==> src/rtl/mina_pkg.sv <==
// Shared types and constants for the minesweeper turn sequencer.
package mina_pkg;

  typedef enum logic [2:0] {
    IDLE,
    WAIT_CMD,
    CENTER,
    SCAN,
    WRITE,
    CHECK,
    LOCK
  } state_e;

  localparam int unsigned MAX_COUNT = 8;
  localparam int unsigned COUNT_W   = $clog2(MAX_COUNT + 1);
  localparam int unsigned NUM_NB    = 8;
  localparam int unsigned PH_W      = 4;

  typedef struct packed {
    logic signed [1:0] dr;
    logic signed [1:0] dc;
  } nb_off_t;

  // Neighbour read order: NW, N, NE, W, E, SW, S, SE.
  function automatic nb_off_t nb_off(input logic [2:0] idx);
    nb_off_t o;
    o = '0;
    case (idx)
      3'd0: o = '{dr: -2'sd1, dc: -2'sd1};
      3'd1: o = '{dr: -2'sd1, dc:  2'sd0};
      3'd2: o = '{dr: -2'sd1, dc:  2'sd1};
      3'd3: o = '{dr:  2'sd0, dc: -2'sd1};
      3'd4: o = '{dr:  2'sd0, dc:  2'sd1};
      3'd5: o = '{dr:  2'sd1, dc: -2'sd1};
      3'd6: o = '{dr:  2'sd1, dc:  2'sd0};
      default: o = '{dr: 2'sd1, dc: 2'sd1};
    endcase
    return o;
  endfunction

endpackage

==> src/rtl/mina_turn_cursor.sv <==
// Board cursor: saturating row/column with up>down>left>right priority.
module mina_cursor
  import mina_pkg::*;
#(
  parameter int ROWS = 8,
  parameter int COLS = 8,
  localparam int ROW_W = $clog2(ROWS),
  localparam int COL_W = $clog2(COLS)
) (
  input  logic             clk,
  input  logic             rst,
  input  logic             load_i,
  input  logic             mv_en_i,
  input  logic             up_i,
  input  logic             down_i,
  input  logic             left_i,
  input  logic             right_i,
  output logic [ROW_W-1:0] row_o,
  output logic [COL_W-1:0] col_o
);

  logic [ROW_W-1:0] row_q, row_d;
  logic [COL_W-1:0] col_q, col_d;

  always_comb begin
    row_d = row_q;
    col_d = col_q;
    if (load_i) begin
      row_d = '0;
      col_d = '0;
    end else if (mv_en_i) begin
      if (up_i) begin
        if (row_q != '0) row_d = row_q - 1'b1;
      end else if (down_i) begin
        if (row_q != ROW_W'(ROWS - 1)) row_d = row_q + 1'b1;
      end else if (left_i) begin
        if (col_q != '0) col_d = col_q - 1'b1;
      end else if (right_i) begin
        if (col_q != COL_W'(COLS - 1)) col_d = col_q + 1'b1;
      end
    end
  end

  always_ff @(posedge clk) begin
    if (rst) begin
      row_q <= '0;
      col_q <= '0;
    end else begin
      row_q <= row_d;
      col_q <= col_d;
    end
  end

  assign row_o = row_q;
  assign col_o = col_q;

endmodule

==> src/rtl/mina_turn_ctrl.sv <==
// Turn sequencer: cursor handling, centre+8-neighbour mine-map scan, reveal bookkeeping.
module mina_turn_ctrl
  import mina_pkg::*;
#(
  parameter int ROWS      = 8,
  parameter int COLS      = 8,
  parameter int NUM_BOMBS = 10,
  localparam int ROW_W  = $clog2(ROWS),
  localparam int COL_W  = $clog2(COLS),
  localparam int ADDR_W = $clog2(ROWS * COLS),
  localparam int CNT_W  = $clog2(ROWS * COLS + 1)
) (
  input  logic               clk,
  input  logic               rst,
  input  logic               enable,
  input  logic               mv_up,
  input  logic               mv_down,
  input  logic               mv_left,
  input  logic               mv_right,
  input  logic               play,
  input  logic               map_data,
  output logic               map_rd,
  output logic [ADDR_W-1:0]  map_addr,
  output logic               cell_we,
  output logic [ADDR_W-1:0]  cell_addr,
  output logic [COUNT_W-1:0] cell_count,
  output logic [ROW_W-1:0]   cur_row,
  output logic [COL_W-1:0]   cur_col,
  output logic [CNT_W-1:0]   revealed_cnt,
  output logic               busy,
  output logic               bomb,
  output logic               win
);

  localparam int unsigned TARGET = ROWS * COLS - NUM_BOMBS;

  state_e               state_q;
  logic [PH_W-1:0]      ph_q;
  logic [ROW_W-1:0]     cen_r_q;
  logic [COL_W-1:0]     cen_c_q;
  logic [ADDR_W-1:0]    cen_addr_q;
  logic [COUNT_W-1:0]   acc_q;
  logic                 rd_dly_q;
  logic [ROWS*COLS-1:0] revealed_q;
  logic                 map_rd_q, cell_we_q, busy_q, bomb_q, win_q;
  logic [ADDR_W-1:0]    map_addr_q, cell_addr_q;
  logic [COUNT_W-1:0]   cell_count_q;
  logic [CNT_W-1:0]     revealed_cnt_q;

  logic [ADDR_W-1:0]    cur_addr;
  logic                 accept;
  logic [PH_W-1:0]      ph_m1;
  nb_off_t              off;
  int                   nr, nc;
  logic                 nb_ok;
  logic [ADDR_W-1:0]    nb_addr;
  logic [COUNT_W-1:0]   nb_bit;
  logic [CNT_W-1:0]     cnt_inc;

  assign cur_addr = ADDR_W'(int'(cur_row) * COLS + int'(cur_col));
  assign accept   = (state_q == WAIT_CMD) && play && !revealed_q[cur_addr];
  assign cnt_inc  = revealed_cnt_q + 1'b1;
  // Data for the read issued last cycle; out-of-bounds slots never contribute.
  assign nb_bit   = COUNT_W'(map_data & rd_dly_q);

  // Address of the neighbour whose read is issued at the coming edge.
  always_comb begin
    ph_m1   = ph_q - 1'b1;
    off     = nb_off(ph_m1[2:0]);
    nr      = int'(cen_r_q) + int'($signed(off.dr));
    nc      = int'(cen_c_q) + int'($signed(off.dc));
    nb_ok   = (nr >= 0) && (nr < ROWS) && (nc >= 0) && (nc < COLS);
    nb_addr = ADDR_W'(nr * COLS + nc);
  end

  mina_cursor #(.ROWS(ROWS), .COLS(COLS)) u_cursor (
    .clk    (clk),
    .rst    (rst),
    .load_i ((state_q == IDLE) && enable),
    .mv_en_i((state_q == WAIT_CMD) && enable && !accept),
    .up_i   (mv_up),
    .down_i (mv_down),
    .left_i (mv_left),
    .right_i(mv_right),
    .row_o  (cur_row),
    .col_o  (cur_col)
  );

  always_ff @(posedge clk) begin
    if (rst) begin
      state_q        <= IDLE;
      ph_q           <= '0;
      cen_r_q        <= '0;
      cen_c_q        <= '0;
      cen_addr_q     <= '0;
      acc_q          <= '0;
      rd_dly_q       <= 1'b0;
      revealed_q     <= '0;
      map_rd_q       <= 1'b0;
      map_addr_q     <= '0;
      cell_we_q      <= 1'b0;
      cell_addr_q    <= '0;
      cell_count_q   <= '0;
      revealed_cnt_q <= '0;
      busy_q         <= 1'b0;
      bomb_q         <= 1'b0;
      win_q          <= 1'b0;
    end else if (!enable) begin
      state_q   <= IDLE;
      map_rd_q  <= 1'b0;
      rd_dly_q  <= 1'b0;
      cell_we_q <= 1'b0;
      busy_q    <= 1'b0;
      bomb_q    <= 1'b0;
      win_q     <= 1'b0;
    end else begin
      rd_dly_q <= map_rd_q;
      case (state_q)
        IDLE: begin
          state_q        <= WAIT_CMD;
          revealed_q     <= '0;
          revealed_cnt_q <= '0;
        end
        WAIT_CMD: begin
          if (accept) begin
            state_q    <= CENTER;
            busy_q     <= 1'b1;
            map_rd_q   <= 1'b1;
            map_addr_q <= cur_addr;
            cen_r_q    <= cur_row;
            cen_c_q    <= cur_col;
            cen_addr_q <= cur_addr;
            ph_q       <= PH_W'(1);
            acc_q      <= '0;
          end
        end
        CENTER: begin
          state_q  <= SCAN;
          ph_q     <= ph_q + 1'b1;
          map_rd_q <= nb_ok;
          if (nb_ok) map_addr_q <= nb_addr;
        end
        SCAN: begin
          ph_q <= ph_q + 1'b1;
          if (ph_q == PH_W'(2) && map_data) begin
            state_q  <= LOCK;
            bomb_q   <= 1'b1;
            busy_q   <= 1'b0;
            map_rd_q <= 1'b0;
          end else begin
            if (ph_q >= PH_W'(3)) acc_q <= acc_q + nb_bit;
            if (ph_q <= PH_W'(8)) begin
              map_rd_q <= nb_ok;
              if (nb_ok) map_addr_q <= nb_addr;
            end else begin
              map_rd_q <= 1'b0;
            end
            if (ph_q == PH_W'(10)) begin
              state_q      <= WRITE;
              cell_we_q    <= 1'b1;
              cell_addr_q  <= cen_addr_q;
              cell_count_q <= acc_q + nb_bit;
            end
          end
        end
        WRITE: begin
          state_q                <= CHECK;
          cell_we_q              <= 1'b0;
          busy_q                 <= 1'b0;
          revealed_q[cen_addr_q] <= 1'b1;
          revealed_cnt_q         <= cnt_inc;
          win_q                  <= (cnt_inc == CNT_W'(TARGET));
        end
        CHECK: begin
          win_q   <= 1'b0;
          state_q <= win_q ? LOCK : WAIT_CMD;
        end
        default: begin
          bomb_q <= 1'b0;
          win_q  <= 1'b0;
        end
      endcase
    end
  end

  assign map_rd       = map_rd_q;
  assign map_addr     = map_addr_q;
  assign cell_we      = cell_we_q;
  assign cell_addr    = cell_addr_q;
  assign cell_count   = cell_count_q;
  assign revealed_cnt = revealed_cnt_q;
  assign busy         = busy_q;
  assign bomb         = bomb_q;
  assign win          = win_q;

endmodule
==> config.mk <==
export PLATFORM = sky130hd
export DESIGN_NAME = mina_turn_ctrl
export DESIGN_NICKNAME = d
export VERILOG_FILES = /design/src/rtl/mina_pkg.sv /design/src/rtl/mina_turn_cursor.sv /design/src/rtl/mina_turn_ctrl.sv
export SDC_FILE = /design/constraint.sdc
export NUM_CORES = 1
export LEC_CHECK = 0
export CELL_PAD_IN_SITES_DETAIL_PLACEMENT = 0
export CELL_PAD_IN_SITES_GLOBAL_PLACEMENT = 1
export CORE_AREA = 2 2 140 142
export DETAILED_ROUTE_END_ITERATION = 16
export DIE_AREA = 0 0 142 144
export GPL_TIMING_DRIVEN = 0
export PLACE_DENSITY = 0.69
export SYNTH_ARGS = -nofsm -noshare
export SYNTH_HDL_FRONTEND = slang
export SYNTH_SLANG_ARGS = --single-unit
export TNS_END_PERCENT = 5
==> constraint.sdc <==
create_clock -name clk -period 3.3 [get_ports clk]
set_input_delay 0.825 -clock clk [delete_from_list [all_inputs] [get_ports clk]]
set_output_delay 0.825 -clock clk [all_outputs]
set_load 0.01 [all_outputs]
==> results of run 1 <==
==> cell families after synthesis <==
kind of cell    synth area share
compound gates            0.1915
xor+xnor                 0.02678
fa+ha+maj                0.05626
buf+inv                  0.04815
flops                     0.4176
mux                      0.08798
simple gates              0.1717
==> repair_timing <==
item | in CTS | in global routing
endpoints found under the setup margin | 7 | 7
resized for setup | 19 | 4
buffers inserted | 9 | 1
hold buffers | 0 | 0
pin swaps | 15 | 8
==> final cells by class <==
type,count,area (µm²),share of cell area
Tap cell,238,297.8,0.04167
Clock inverter,15,216.5,0.03029
Sequential cell,116,2330,0.3260
Clock buffer,17,425.4,0.05953
Buffer,38,156.4,0.02189
Multi-Input combinational cell,449,3113,0.4357
Inverter,29,111.4,0.01558
Timing Repair Buffer,52,495.5,0.06934
==> sequential cells by signal, indices dropped and copies added (netlist names), 4 cells and up <==
signal / count
acc_q: 4
cell_addr: 6
cell_count: 4
map_addr: 6
ph_q: 4
revealed_cnt: 7
revealed_q: 64
==> power groups by stage <==
stage | combinational (mW) | clock, mW | sequential, mW
2_1_floorplan | 0.103 | 0 | 1.45
3_3_place_gp | 0.176 | 0 | 1.45
3_5_place_dp | 0.176 | 0 | 1.45
4_1_cts | 0.183 | 2.06 | 1.42
5_1_grt | 0.204 | 2.12 | 1.42
6_report | 0.185 | 2.03 | 1.42
==> layer usage <==
metal,share of wire,up-vias
met5,0,-
met4,0.016,0
met3,0.044,19
met2,0.46,114
met1,0.48,2322
li1,-,2402
==> how the worst min path moves through the flow <==
stage,startpoint,endpoint,slack (ps),cells after the start
after floorplan,revealed_q[12],revealed_q[12],430,2
after global placement,revealed_q[49],revealed_q[49],440,2
after detailed placement,map_addr[2],map_addr[2],450,2
after CTS,map_addr[3],map_addr[3],460,2
after global routing,map_addr[3],map_addr[3],480,2
final,map_addr[3],map_addr[3],460,2
==> synth_stat cells (2+ instances only) <==
cell / instances
a31o_2: 2
nor2b_1: 5
xnor2_1: 9
a31oi_1: 7
o32ai_1: 3
and2_1: 4
ha_1: 17
o21ai_0: 18
mux4_2: 18
o211ai_1: 8
and3_1: 8
a21oi_1: 92
a221oi_1: 2
clkbuf_1: 30
a41o_1: 2
mux2i_1: 5
o21a_1: 3
o41ai_1: 7
nor3_1: 10
nor4b_1: 2
or2_2: 2
buf_1: 3
nand2b_1: 5
nand4_1: 4
inv_1: 26
nor2_1: 113
nor4_1: 3
a21o_1: 3
fa_1: 5
dfxtp_1: 116
a32oi_1: 2
nand2_1: 22
xor2_1: 8
nand3b_1: 2
buf_2: 4
mux2_2: 3
a211oi_1: 11
clkinv_1: 2
nand3_1: 25
nor3b_1: 2
buf_4: 2
==> worst register-to-register path: stages, from the launching register on <==
cell      delay (ps)
dfxtp_4          360
inv_2             60
ha_4             180
nand3b_1         180
a21oi_2          150
a31oi_1           50
or2_4            260
ha_4             180
fa_2             380
a21oi_4          190
xnor2_2          100
fa_2             340
xor2_1           160
xnor2_1          200
xnor2_1          140
mux2i_1          110
o31ai_1          190
==> out/qor.csv, run 1 <==
stage,metric,value,unit
power_and_ir_drop,clock network fraction of total power,0.559,
route,DRT iter0 DRCs,370,
setup_path,crit end category,flop,
power_and_ir_drop,maximum vdd drop,339.9,µV
layout,fraction of layout cells with a size suffix above 1,0.1383,
global_route,grt met2 use,0.2657,
power_and_ir_drop,Sw Share,0.2415,
sta,endpoints failing setup,1,
global_route,pin count of the biggest net entering global routing,17,
sta,Tcrit/Tclk final,1.006,
synthesis,"EDFF count, synth",0,
sta,final setup TNS,-21.43,ps
die,Die Area,20450,µm²
layout,fin area,7146,µm²
clock_network,CTS H-Tree Depth,4,
power_and_ir_drop,Reg power frac,0.390,
layout,final-layout fill cell count,1959,
setup_path,worst setup path end,map_addr[5],
setup_path,CP Launch Point,ph_q[0],
clock_network,clk_lat worst skew,430,ps
synthesis,flop and latch count out of synthesis,116,
power_and_ir_drop,Power Density,508.8,nW/µm²
layout,Antenna Diode Count,0,
clock_network,clock slew at reported path FFs,60,ps
setup_path,RR Endpoint,map_addr[5],
synthesis,Synth area leaders,"dfxtp_1, a21oi_1, nor2_1",
power_and_ir_drop,net switching power,0.8783,mW
die,Die W,142,µm
layout,"most common cell after layout, fill and taps aside",dfxtp_1,
setup_path,Worst EP arrival,3660,ps
placed_design,HPWL Detailed,11070,µm
die,Top Ports,43,
sta,post-layout min period,3321,ps
setup_path,element type at the critical path start,flop,
die,initial cell density of the core,0.2914,
global_route,first-pass GRT wire length,25960,µm
synthesis,syn nets,664,
placed_design,DP Cell Count,913,
setup_path,WS Path Type,reg2reg,
synthesis,Post-Synthesis Cells,633,
route,antenna-violating nets left,0,
synthesis,share of the synthesized area in the top cell type,0.4176,
route,DRT Wirelength,16290,µm
synthesis,"Top FF cell, synth",dfxtp_1,
global_route,GR peak layer,met2,
clock_network,CTS Sinks,116,
sta,Slew Limit Fails,0,
hold_path,Hold/Removal Path Class,reg2reg,
route,Via density,5.091,
run,maxcap violations,0,
setup_path,Stages on worst setup path,16,
power_and_ir_drop,Pint,2.758,mW
sta,hold slack final,456.2,ps
setup_path,Worst R2R Start,ph_q[0],
sta,Final Hold Fails,0,
sta,Clock Skews,9.074,ps
sta,Worst Tran Pin Value,1326,ps
synthesis,"Distinct cells, synth",59,
synthesis,"area leader, netlist",dfxtp_1,
layout,nets,734,
layout,Layout area overhead,28.51,%
synthesis,Post-Syn Area,5560,µm²
die,Core ar.,19080,µm²
clock_network,CTS buffer count,17,
run_status,status,"finished, violations left",
global_route,Global Route Usage Sum,0.1665,
setup_path,R2R Setup Slk,-20,ps
setup_path,"critical path, cell by cell",inv_2 -> ha_4 -> nand3b_1 -> a21oi_2 -> a31oi_1 -> or2_4 -> ha_4 -> fa_2 -> a21oi_4 -> xnor2_2 -> fa_2 -> xor2_1 -> xnor2_1 -> xnor2_1 -> mux2i_1 -> o31ai_1,
setup_path,slowest CP cell,fa_2,
placed_design,PortBufs,42,
layout,"commonest non-fill, non-tap cells in the layout","dfxtp_1, nor2_1, a21oi_1, clkdlybuf4s50_1, clkbuf_1",
placed_design,RD Place Congestion,0.7769,
placed_design,Placed Area,6342,µm²
sta,worst setup margin,-21.43,ps
die,Die Span Y,144,µm
run_status,failing checks,setup timing,
placed_design,pre-CTS setup slack,-313.4,ps
clock_network,TritonCTS clock tree,yes,
power_and_ir_drop,Tot Pwr,3.636,mW
setup_path,Critical path buffers and inverters,1,
synthesis,YS warnings,0,
global_route,vias in the first global route,4769,
clock_network,clock tree buffer depth,2,
layout,post-route core utilization,0.3745,
power_and_ir_drop,Leak,2.508,nW
global_route,global routing usage on met3,0.03974,
setup_path,max incr delay on CP,380,ps
setup_path,kind of cell adding the most delay to the critical path,adder cells,
route,Vias,4857,
route,Residual DRC,0,
sta,fmax,301.1,MHz
synthesis,"Seq/Total Area, Yosys",0.4176,
die,# rows,51,
route,drt wl/cell,17.08,µm
sta,unrepaired setup endpoints after global routing,yes,
synthesis,fraction of registers with async set/reset,0,
route,drt first pass iters,5,
global_route,initial antenna violation count,0,
global_route,met1 Resource Use GR,0.2202,
setup_path,worst-path maximum fanout,6,
synthesis,Mapped Avg Cell Area,8.784,µm²
power_and_ir_drop,Comb power frac,0.051,
setup_path,WP data required,3640,ps
setup_path,Reg2Reg Depth,16,
sta,Worst slew margin,0.1093,
global_route,overflow left after global routing,0,
clock_network,root buf cell,clkbuf_16,
layout,Final Non-Filler Cells,954,
Note: power is estimated with default switching activity, not from simulation.
==> inputs of run 2 (changes only) <==
Settings changed: TNS_END_PERCENT 5 to 10.
==> results of run 2 <==
Final layout, timing and power as in run 1 (identical DEF).
==> inputs of run 3 (changes only) <==
Settings changed: HOLD_SLACK_MARGIN set to 0.1.
==> results of run 3 <==
Final layout, timing and power as in run 1 (identical DEF).
